$ cat src/rtl/pic_fetch_decode_pkg.sv
// Shared constants and types for the PIC10F20x fetch/decode sequencer:
// ALU command codes, misc-op codes, branch kinds and the decoded-word record.
package pic_fetch_decode_pkg;

  localparam int PC_WIDTH       = 9;
  localparam int IWIDTH         = 12;
  localparam int DWIDTH         = 8;
  localparam int L2_DWIDTH      = 3;
  localparam int ALU_INST_WIDTH = 5;

  localparam logic [PC_WIDTH-1:0] DEFAULT_RESET_VECTOR = 9'h1FF;

  typedef logic [ALU_INST_WIDTH-1:0] alu_op_t;

  localparam alu_op_t ALU_ADDWF  = 5'd0;
  localparam alu_op_t ALU_ANDWF  = 5'd1;
  localparam alu_op_t ALU_CLRF   = 5'd2;
  localparam alu_op_t ALU_CLRW   = 5'd3;
  localparam alu_op_t ALU_COMF   = 5'd4;
  localparam alu_op_t ALU_DECF   = 5'd5;
  localparam alu_op_t ALU_DECFSZ = 5'd6;
  localparam alu_op_t ALU_INCF   = 5'd7;
  localparam alu_op_t ALU_INCFSZ = 5'd8;
  localparam alu_op_t ALU_IORWF  = 5'd9;
  localparam alu_op_t ALU_MOVF   = 5'd10;
  localparam alu_op_t ALU_MOVWF  = 5'd11;
  localparam alu_op_t ALU_RLF    = 5'd12;
  localparam alu_op_t ALU_RRF    = 5'd13;
  localparam alu_op_t ALU_SUBWF  = 5'd14;
  localparam alu_op_t ALU_SWAPF  = 5'd15;
  localparam alu_op_t ALU_XORWF  = 5'd16;
  localparam alu_op_t ALU_BCF    = 5'd17;
  localparam alu_op_t ALU_BSF    = 5'd18;
  localparam alu_op_t ALU_BTFSC  = 5'd19;
  localparam alu_op_t ALU_BTFSS  = 5'd20;
  localparam alu_op_t ALU_ANDLW  = 5'd21;
  localparam alu_op_t ALU_IORLW  = 5'd22;
  localparam alu_op_t ALU_MOVLW  = 5'd23;
  localparam alu_op_t ALU_XORLW  = 5'd24;
  localparam alu_op_t ALU_NOP    = 5'd31;

  localparam logic [1:0] MISC_OPTION = 2'd0;
  localparam logic [1:0] MISC_TRIS   = 2'd1;
  localparam logic [1:0] MISC_SLEEP  = 2'd2;
  localparam logic [1:0] MISC_CLRWDT = 2'd3;

  typedef enum logic [1:0] {
    BR_NONE  = 2'd0,
    BR_GOTO  = 2'd1,
    BR_CALL  = 2'd2,
    BR_RETLW = 2'd3
  } branch_t;

  typedef struct packed {
    alu_op_t               alu;
    logic [L2_DWIDTH-1:0]  bit_num;
    logic [DWIDTH-1:0]     literal_value;
    logic                  dest_bit;
    logic [4:0]            freg_addr;
    branch_t               branch;
    logic [PC_WIDTH-1:0]   target;
    logic                  misc_valid;
    logic [1:0]            misc_op;
  } decode_t;

  localparam decode_t DECODE_NOP = '{
    alu: ALU_NOP, bit_num: 3'd0, literal_value: 8'd0, dest_bit: 1'b0,
    freg_addr: 5'd0, branch: BR_NONE, target: 9'd0, misc_valid: 1'b0,
    misc_op: 2'd0
  };

  // Byte-oriented file ops are selected by instr[9:6] (0000/0001 are not d-type).
  function automatic alu_op_t file_op(input logic [3:0] sel);
    case (sel)
      4'b0010: return ALU_SUBWF;
      4'b0011: return ALU_DECF;
      4'b0100: return ALU_IORWF;
      4'b0101: return ALU_ANDWF;
      4'b0110: return ALU_XORWF;
      4'b0111: return ALU_ADDWF;
      4'b1000: return ALU_MOVF;
      4'b1001: return ALU_COMF;
      4'b1010: return ALU_INCF;
      4'b1011: return ALU_DECFSZ;
      4'b1100: return ALU_RRF;
      4'b1101: return ALU_RLF;
      4'b1110: return ALU_SWAPF;
      4'b1111: return ALU_INCFSZ;
      default: return ALU_NOP;
    endcase
  endfunction

endpackage

$ cat src/rtl/pic_inst_decode.sv
// Combinational decode of one 12-bit PIC10F20x instruction word into ALU
// command fields, branch kind/target and misc (OPTION/TRIS/SLEEP/CLRWDT) op.
module pic_inst_decode
  import pic_fetch_decode_pkg::*;
(
  input  logic [IWIDTH-1:0] instr,
  output decode_t           dec
);

  // Map the word onto its opcode group; anything unlisted decodes as NOP
  always_comb begin
    dec = DECODE_NOP;
    casez (instr)
      12'b0000_0000_0010: begin
        dec.misc_valid = 1'b1;
        dec.misc_op    = MISC_OPTION;
      end
      12'b0000_0000_0011: begin
        dec.misc_valid = 1'b1;
        dec.misc_op    = MISC_SLEEP;
      end
      12'b0000_0000_0100: begin
        dec.misc_valid = 1'b1;
        dec.misc_op    = MISC_CLRWDT;
      end
      12'b0000_0000_011?: begin
        dec.misc_valid = 1'b1;
        dec.misc_op    = MISC_TRIS;
        dec.freg_addr  = instr[4:0];
      end
      12'b0000_0100_0000: begin
        dec.alu = ALU_CLRW;
      end
      12'b0000_001?_????: begin
        dec.alu       = ALU_MOVWF;
        dec.freg_addr = instr[4:0];
      end
      12'b0000_011?_????: begin
        dec.alu       = ALU_CLRF;
        dec.freg_addr = instr[4:0];
      end
      12'b0000_1???_????, 12'b0001_????_????, 12'b001?_????_????: begin
        dec.alu       = file_op(instr[9:6]);
        dec.dest_bit  = instr[5];
        dec.freg_addr = instr[4:0];
      end
      12'b01??_????_????: begin
        case (instr[9:8])
          2'b00:   dec.alu = ALU_BCF;
          2'b01:   dec.alu = ALU_BSF;
          2'b10:   dec.alu = ALU_BTFSC;
          2'b11:   dec.alu = ALU_BTFSS;
          default: dec.alu = ALU_NOP;
        endcase
        dec.bit_num   = instr[7:5];
        dec.freg_addr = instr[4:0];
      end
      12'b1000_????_????: begin
        dec.alu           = ALU_MOVLW;
        dec.literal_value = instr[7:0];
        dec.branch        = BR_RETLW;
      end
      12'b1001_????_????: begin
        dec.branch = BR_CALL;
        dec.target = {1'b0, instr[7:0]};
      end
      12'b101?_????_????: begin
        dec.branch = BR_GOTO;
        dec.target = instr[8:0];
      end
      12'b11??_????_????: begin
        case (instr[9:8])
          2'b00:   dec.alu = ALU_MOVLW;
          2'b01:   dec.alu = ALU_IORLW;
          2'b10:   dec.alu = ALU_ANDLW;
          2'b11:   dec.alu = ALU_XORLW;
          default: dec.alu = ALU_NOP;
        endcase
        dec.literal_value = instr[7:0];
      end
      default: dec = DECODE_NOP;
    endcase
  end

endmodule

$ cat src/rtl/pic_fetch_decode.sv
// Fetch/decode sequencer: owns the PC, 2-deep return stack and the E-stage
// register that drives the ALU command interface; executes GOTO/CALL/RETLW.
module pic_fetch_decode
  import pic_fetch_decode_pkg::*;
#(
  parameter logic [PC_WIDTH-1:0] RESET_VECTOR = DEFAULT_RESET_VECTOR
) (
  input  logic                      clk,
  input  logic                      rst,
  output logic [PC_WIDTH-1:0]       prog_addr,
  input  logic [IWIDTH-1:0]         prog_data,
  input  logic                      skip,
  output logic [ALU_INST_WIDTH-1:0] alu_instruction,
  output logic [L2_DWIDTH-1:0]      bit_num,
  output logic [DWIDTH-1:0]         literal_value,
  output logic                      dest_bit,
  output logic [4:0]                freg_addr,
  output logic [1:0]                misc_op,
  output logic                      misc_valid
);

  logic [PC_WIDTH-1:0] pc_r;
  logic [PC_WIDTH-1:0] d_pc_r;
  logic [PC_WIDTH-1:0] e_pc_r;
  logic [PC_WIDTH-1:0] stack0_r;
  logic [PC_WIDTH-1:0] stack1_r;
  logic                f_valid_r;
  logic                e_valid_r;
  decode_t             dec_s;
  decode_t             e_r;
  logic                take_branch_s;

  pic_inst_decode u_decode (
    .instr (prog_data),
    .dec   (dec_s)
  );

  // A branch in E redirects only when its slot is live and not squashed
  always_comb begin
    if (e_valid_r && !skip && (e_r.branch != BR_NONE)) begin
      take_branch_s = 1'b1;
    end else begin
      take_branch_s = 1'b0;
    end
  end

  // PC, return stack and fetch-valid tracking
  always_ff @(posedge clk) begin
    if (rst) begin
      pc_r      <= RESET_VECTOR;
      d_pc_r    <= 9'd0;
      f_valid_r <= 1'b0;
      stack0_r  <= 9'd0;
      stack1_r  <= 9'd0;
    end else begin
      d_pc_r    <= pc_r;
      // the word arriving next cycle is wrong-path after a redirect
      f_valid_r <= !take_branch_s;
      if (take_branch_s) begin
        case (e_r.branch)
          BR_GOTO: pc_r <= e_r.target;
          BR_CALL: begin
            pc_r     <= e_r.target;
            stack0_r <= e_pc_r + 9'd1;
            stack1_r <= stack0_r;
          end
          BR_RETLW: begin
            pc_r     <= stack0_r;
            stack0_r <= stack1_r;
          end
          default: pc_r <= pc_r + 9'd1;
        endcase
      end else begin
        pc_r <= pc_r + 9'd1;
      end
    end
  end

  // D -> E register; invalid or flushed slots load an all-NOP record
  always_ff @(posedge clk) begin
    if (rst) begin
      e_r       <= DECODE_NOP;
      e_valid_r <= 1'b0;
      e_pc_r    <= 9'd0;
    end else if (f_valid_r && !take_branch_s) begin
      e_r       <= dec_s;
      e_valid_r <= 1'b1;
      e_pc_r    <= d_pc_r;
    end else begin
      e_r       <= DECODE_NOP;
      e_valid_r <= 1'b0;
      e_pc_r    <= d_pc_r;
    end
  end

  // Squash acts within the same cycle on the slot currently in E
  always_comb begin
    if (skip) begin
      alu_instruction = ALU_NOP;
      misc_valid      = 1'b0;
    end else begin
      alu_instruction = e_r.alu;
      misc_valid      = e_r.misc_valid;
    end
  end

  assign prog_addr     = pc_r;
  assign bit_num       = e_r.bit_num;
  assign literal_value = e_r.literal_value;
  assign dest_bit      = e_r.dest_bit;
  assign freg_addr     = e_r.freg_addr;
  assign misc_op       = e_r.misc_op;

endmodule

$ cat config.mk
export PLATFORM = sky130hd
export DESIGN_NAME = pic_fetch_decode
export DESIGN_NICKNAME = d
export VERILOG_FILES = /design/src/rtl/pic_fetch_decode_pkg.sv /design/src/rtl/pic_inst_decode.sv /design/src/rtl/pic_fetch_decode.sv
export SDC_FILE = /design/constraint.sdc
export NUM_CORES = 1
export LEC_CHECK = 0
export CAP_MARGIN = 20
export CORE_AREA = 2 2 93 95
export CTS_CLUSTER_DIAMETER = 100
export DETAILED_ROUTE_END_ITERATION = 8
export DIE_AREA = 0 0 95 97
export PLACE_DENSITY = 0.66
export SLEW_MARGIN = 5
export SYNTH_ARGS = -nofsm -noshare
export SYNTH_HDL_FRONTEND = slang
export SYNTH_SLANG_ARGS = --single-unit
$ cat constraint.sdc
create_clock -name clk -period 4.2 [get_ports clk]
set_input_delay 0.42 -clock clk [delete_from_list [all_inputs] [get_ports clk]]
set_output_delay 0.42 -clock clk [all_outputs]
set_load 0.02 [all_outputs]
==> key figures <==
Outcome
  – Run status: finished, final reports clean

Worst setup path
  – Capture instance of the worst register-to-register path: e_r[2]
  – R2R depth: 6
  – Start point of the critical path: prog_data[8]
  – Crit path launch type: primary input
  – CP Data Required Time: 4420 ps
  – R2R Setup Slk: 2080 ps
  – Type of the worst setup path: primary input to register
  – Crit path arrival time: 2730 ps
  – Type of element capturing the critical path: register
  – Largest fanout on the critical path: 16
  – Crit Reg-Reg Startpoint: e_r[12]

Die
  – Core area: 8130 um2
  – Die X: 95 um
  – Row count: 33
  – Ports placed on the boundary: 49
  – Floorplan die height: 97 um
  – Total die area: 9220 um2
  – Effective utilization at floorplan: 44.5%

Clock tree
  – Max Buffers Root-to-Sink: 2
  – Clock buffer count from CTS: 9
  – Post-CTS setup-driven buffer insertion count: 0
  – Hold-fix buffers at CTS: 0
  – Latest clock arrival within the worst-skew pair: 350 ps
  – H-tree lvl count: 3
  – CTS sink cnt: 83
  – Clk root buf: sky130_fd_sc_hd__clkbuf_8
  – Clock tree from TritonCTS: built
  – CTS resizes: 0
  – Clock-pin slew on the worst setup and hold paths: 90 ps

Placement
  – Routability Congestion: 0.888
  – Port-buffer cells: 48
  – Setup slack after placement: 1340 ps
  – HPWL Detailed: 5600 um

Routing
  – Number of violations reported at the end of detailed-routing iteration 0: 111
  – Via count normalized by instance count: 5.30
  – Number of design rule violations left after detail routing: 0
  – Post-DRT Antenna Nets: 0
  – Via count: 2794
  – Detailed Routing Iterations Pass 1: 4
  – Total detailed-routing wirelength: 7860 um
  – DR WL/cell: 14.9 um

Worst hold path
  – Worst hold path class: register to register
  – Sink of the worst hold path: e_pc_r[1]
  – Hold wc startpoint: d_pc_r[1]
  – Cell depth of the worst min-delay path: 1

GRT
  – Maximum number of pins on one net before global-route repair: 44
  – Overall track demand over capacity in global routing: 18.2%
  – Wire length of the first global-routing pass: 13000 um
  – Number of antenna violations at the first check in global routing: 0
  – Via count of the first global-routing pass: 2687
  – GRT Residual Overflow: 0

Logic synthesis
  – Number of warning messages in the yosys log: 0
  – Area share of xor/xnor cells in the synthesized design: 1.70%
  – Basic-gate share of the synthesized area counting and, or, nand and nor cells: 24.4%
  – Register bit total from synthesis: 83
  – Synthesized-area fraction occupied by ao, oa, aoi and oai cells: 16.2%
  – Post-synth EDFFs: 0
  – Share of async-settable or async-resettable flops after synthesis: 0%
  – Mapped Area: 3620 um2
  – Synthesized net count: 419
  – Number of cells produced by synthesis: 394
  – Portion of netlist area occupied by mux cells: 1.14%
  – Post-synthesis adder-cell area fraction: 3.46%
  – Count of unique library cells instantiated by Yosys: 59
  – Register area share after synthesis: 46.0%
  – Post-synthesis area per instance: 9.18 um2
  – Flip-flop cell with the highest count after synthesis: sky130_fd_sc_hd__dfxtp_1
  – Main combinational cell family by area after synthesis: simple AND/OR/NAND/NOR gates

Final layout
  – Total inserted antenna cells: 0
  – Growth of design area from synthesis to finish: 16.8%
  – Nets: 442
  – Layout cell share with drive strength beyond 1: 7.82%
  – FILL cells: 755

Power and ir drop
  – Combinational share of power: 14.7%
  – Cell-internal power: 1.23 mW
  – Cell area power density: 401 nW/um2
  – Total chip power: 1.70 mW
  – Switching share of power: 27.2%
  – Flop pwr share: 51.4%
  – Psw: 461 uW
  – Pleak: 1.54 nW
  – Max rail drop VDD: 0.179 mV
  – Clock share of power: 34.0%

STA
  – Share of the clock period used by the worst path after layout: 59.7%
  – Final setup violation count: 0
  – Final number of max-transition violations: 0
  – Unrepaired setup endpoints after global routing: false
  – Total negative slack: 0 ps
  – Clk_skew: 9.75 ps
  – Worst rel slew slack: 37.9%
  – Worst Slack Setup Final: 1690 ps
  – Worst hold margin: 441 ps
  – Final critical path time including I/O delays and setup: 2510 ps
  – Hold violation total from the final report: 0
  – Highest achievable clock rate: 0.399 GHz
  – Transition time of the tightest slew-check pin: 932 ps

Flow run
  – Number of max-cap violations: 0
-- flip-flops by register name, summed over array words and instances (netlist names) --
| signal | count |
|---|---|
| f_valid_r | 1 |
| e_r | 17 |
| dest_bit | 1 |
| prog_addr | 9 |
| bit_num | 3 |
| e_valid_r | 1 |
| e_pc_r | 9 |
| stack0_r | 9 |
| misc_op | 2 |
| d_pc_r | 9 |
| stack1_r | 9 |
| literal_value | 8 |
| freg_addr | 5 |
-- synthesized netlist by cell type, drive strengths merged (3+ instances only) --
master	n	share of area, %
o21a	7	1.5
o21ai	14	1.9
nand2b	6	1.0
a21oi	19	2.6
nor2b	24	4.2
nand4	4	0.69
nor4	3	0.93
nor3	10	1.4
a211oi	4	0.97
nor3b	3	0.62
clkbuf	13	1.3
nor2	25	2.7
buf	26	4.9
o211ai	6	1.2
a22oi	4	0.83
and3	7	1.2
dfxtp	83	46
nand2	34	3.6
xnor2	5	1.2
or2	6	1.0
inv	8	0.83
and2	18	3.1
a41o	3	0.83
nand3	12	1.8
a32oi	3	0.73
a221oi	6	1.5
mux2i	3	0.83
ha	10	3.5
a31oi	3	0.52
-- power by group through the flow --
| stage | combinational, mW | clock, mW | sequential, mW |
|---|---|---|---|
| floorplan | 0.139 | 0 | 0.903 |
| global placement | 0.245 | 0 | 0.890 |
| finish | 0.249 | 0.576 | 0.871 |
| global route | 0.272 | 0.624 | 0.879 |
| detailed placement | 0.249 | 0 | 0.891 |
| CTS | 0.250 | 0.595 | 0.872 |
-- cell type report --
| cell class | count | area (um2) | area share, % |
|---|---|---|---|
| clock inverter | 6 | 72.6 | 1.72 |
| inverter | 8 | 30.0 | 0.711 |
| clock buffer | 10 | 128 | 3.02 |
| tap | 105 | 131 | 3.11 |
| timing repair buffer | 51 | 503 | 11.9 |
| sequential | 83 | 1660 | 39.3 |
| multi-input combinational | 264 | 1700 | 40.2 |
-- layout by cell type, fill, tap and decap left out, types with 3 or more instances in the layout --
cell / count
sky130_fd_sc_hd__clkdlybuf4s50_1: 48
sky130_fd_sc_hd__a31oi_1: 3
sky130_fd_sc_hd__nor3b_1: 3
sky130_fd_sc_hd__mux2i_1: 3
sky130_fd_sc_hd__clkbuf_8: 9
sky130_fd_sc_hd__a21oi_1: 19
sky130_fd_sc_hd__a41o_1: 3
sky130_fd_sc_hd__o21ai_0: 13
sky130_fd_sc_hd__nor2b_1: 24
sky130_fd_sc_hd__nand4_1: 4
sky130_fd_sc_hd__o21a_1: 7
sky130_fd_sc_hd__xnor2_1: 5
sky130_fd_sc_hd__a32oi_1: 3
sky130_fd_sc_hd__nand2b_1: 6
sky130_fd_sc_hd__inv_1: 8
sky130_fd_sc_hd__nand3_1: 11
sky130_fd_sc_hd__nor2_1: 24
sky130_fd_sc_hd__and2_1: 17
sky130_fd_sc_hd__dfxtp_1: 83
sky130_fd_sc_hd__buf_4: 3
sky130_fd_sc_hd__and3_1: 7
sky130_fd_sc_hd__nor3_1: 10
sky130_fd_sc_hd__clkinvlp_4: 3
sky130_fd_sc_hd__nand2_1: 33
sky130_fd_sc_hd__ha_1: 10
sky130_fd_sc_hd__a22oi_1: 4
sky130_fd_sc_hd__or2_2: 6
sky130_fd_sc_hd__a211oi_1: 3
sky130_fd_sc_hd__a221oi_1: 6
sky130_fd_sc_hd__o211ai_1: 6
-- kinds of logic (layout without fill, tap and decap cells) --
kind of cell / Yosys count / after routing
flip-flops: 83 / 83
buffers and inverters: 47 / 75
AND/OR/NAND/NOR: 160 / 160
XOR/XNOR: 7 / 7
AO/OA/AOI/OAI: 83 / 83
adder cells (fa/ha/maj): 10 / 10
multiplexers: 4 / 4
-- worst max-delay path by stage --
stage | slack [ps] | depth (start not counted) | to
floorplan | 1960 | 8 | e_r[32]
global placement | 1390 | 7 | e_r[32]
detailed placement | 1340 | 7 | e_r[32]
CTS | 1720 | 6 | e_r[31]
global route | 1560 | 6 | e_r[31]
finish | 1690 | 6 | e_r[31]
-- routing by layer --
layer	up-vias	global-route usage, %	routed length (um)
met5	-	0	0
met3	16	3.27	300
met4	0	8.14	197
met2	61	29.9	3990
met1	1308	22.9	3380
li1	1409	-	-
-- per-stage QoR --
step,instance area [um2],cells,utilization (%)
finish,4220,527,51.9
global route,4220,527,51.9
CTS,4220,527,51.9
detailed placement,4020,511,49.5
global placement,4020,511,49.5
floorplan,3620,394,-
-- worst max-delay path: stages --
cell	delay [ps]
sky130_fd_sc_hd__clkdlybuf4s50_1	810
sky130_fd_sc_hd__inv_1	160
sky130_fd_sc_hd__ha_1	340
sky130_fd_sc_hd__a21oi_1	350
sky130_fd_sc_hd__o32ai_1	130
sky130_fd_sc_hd__or4b_1	500
Note: power is estimated with default switching activity, not from simulation.
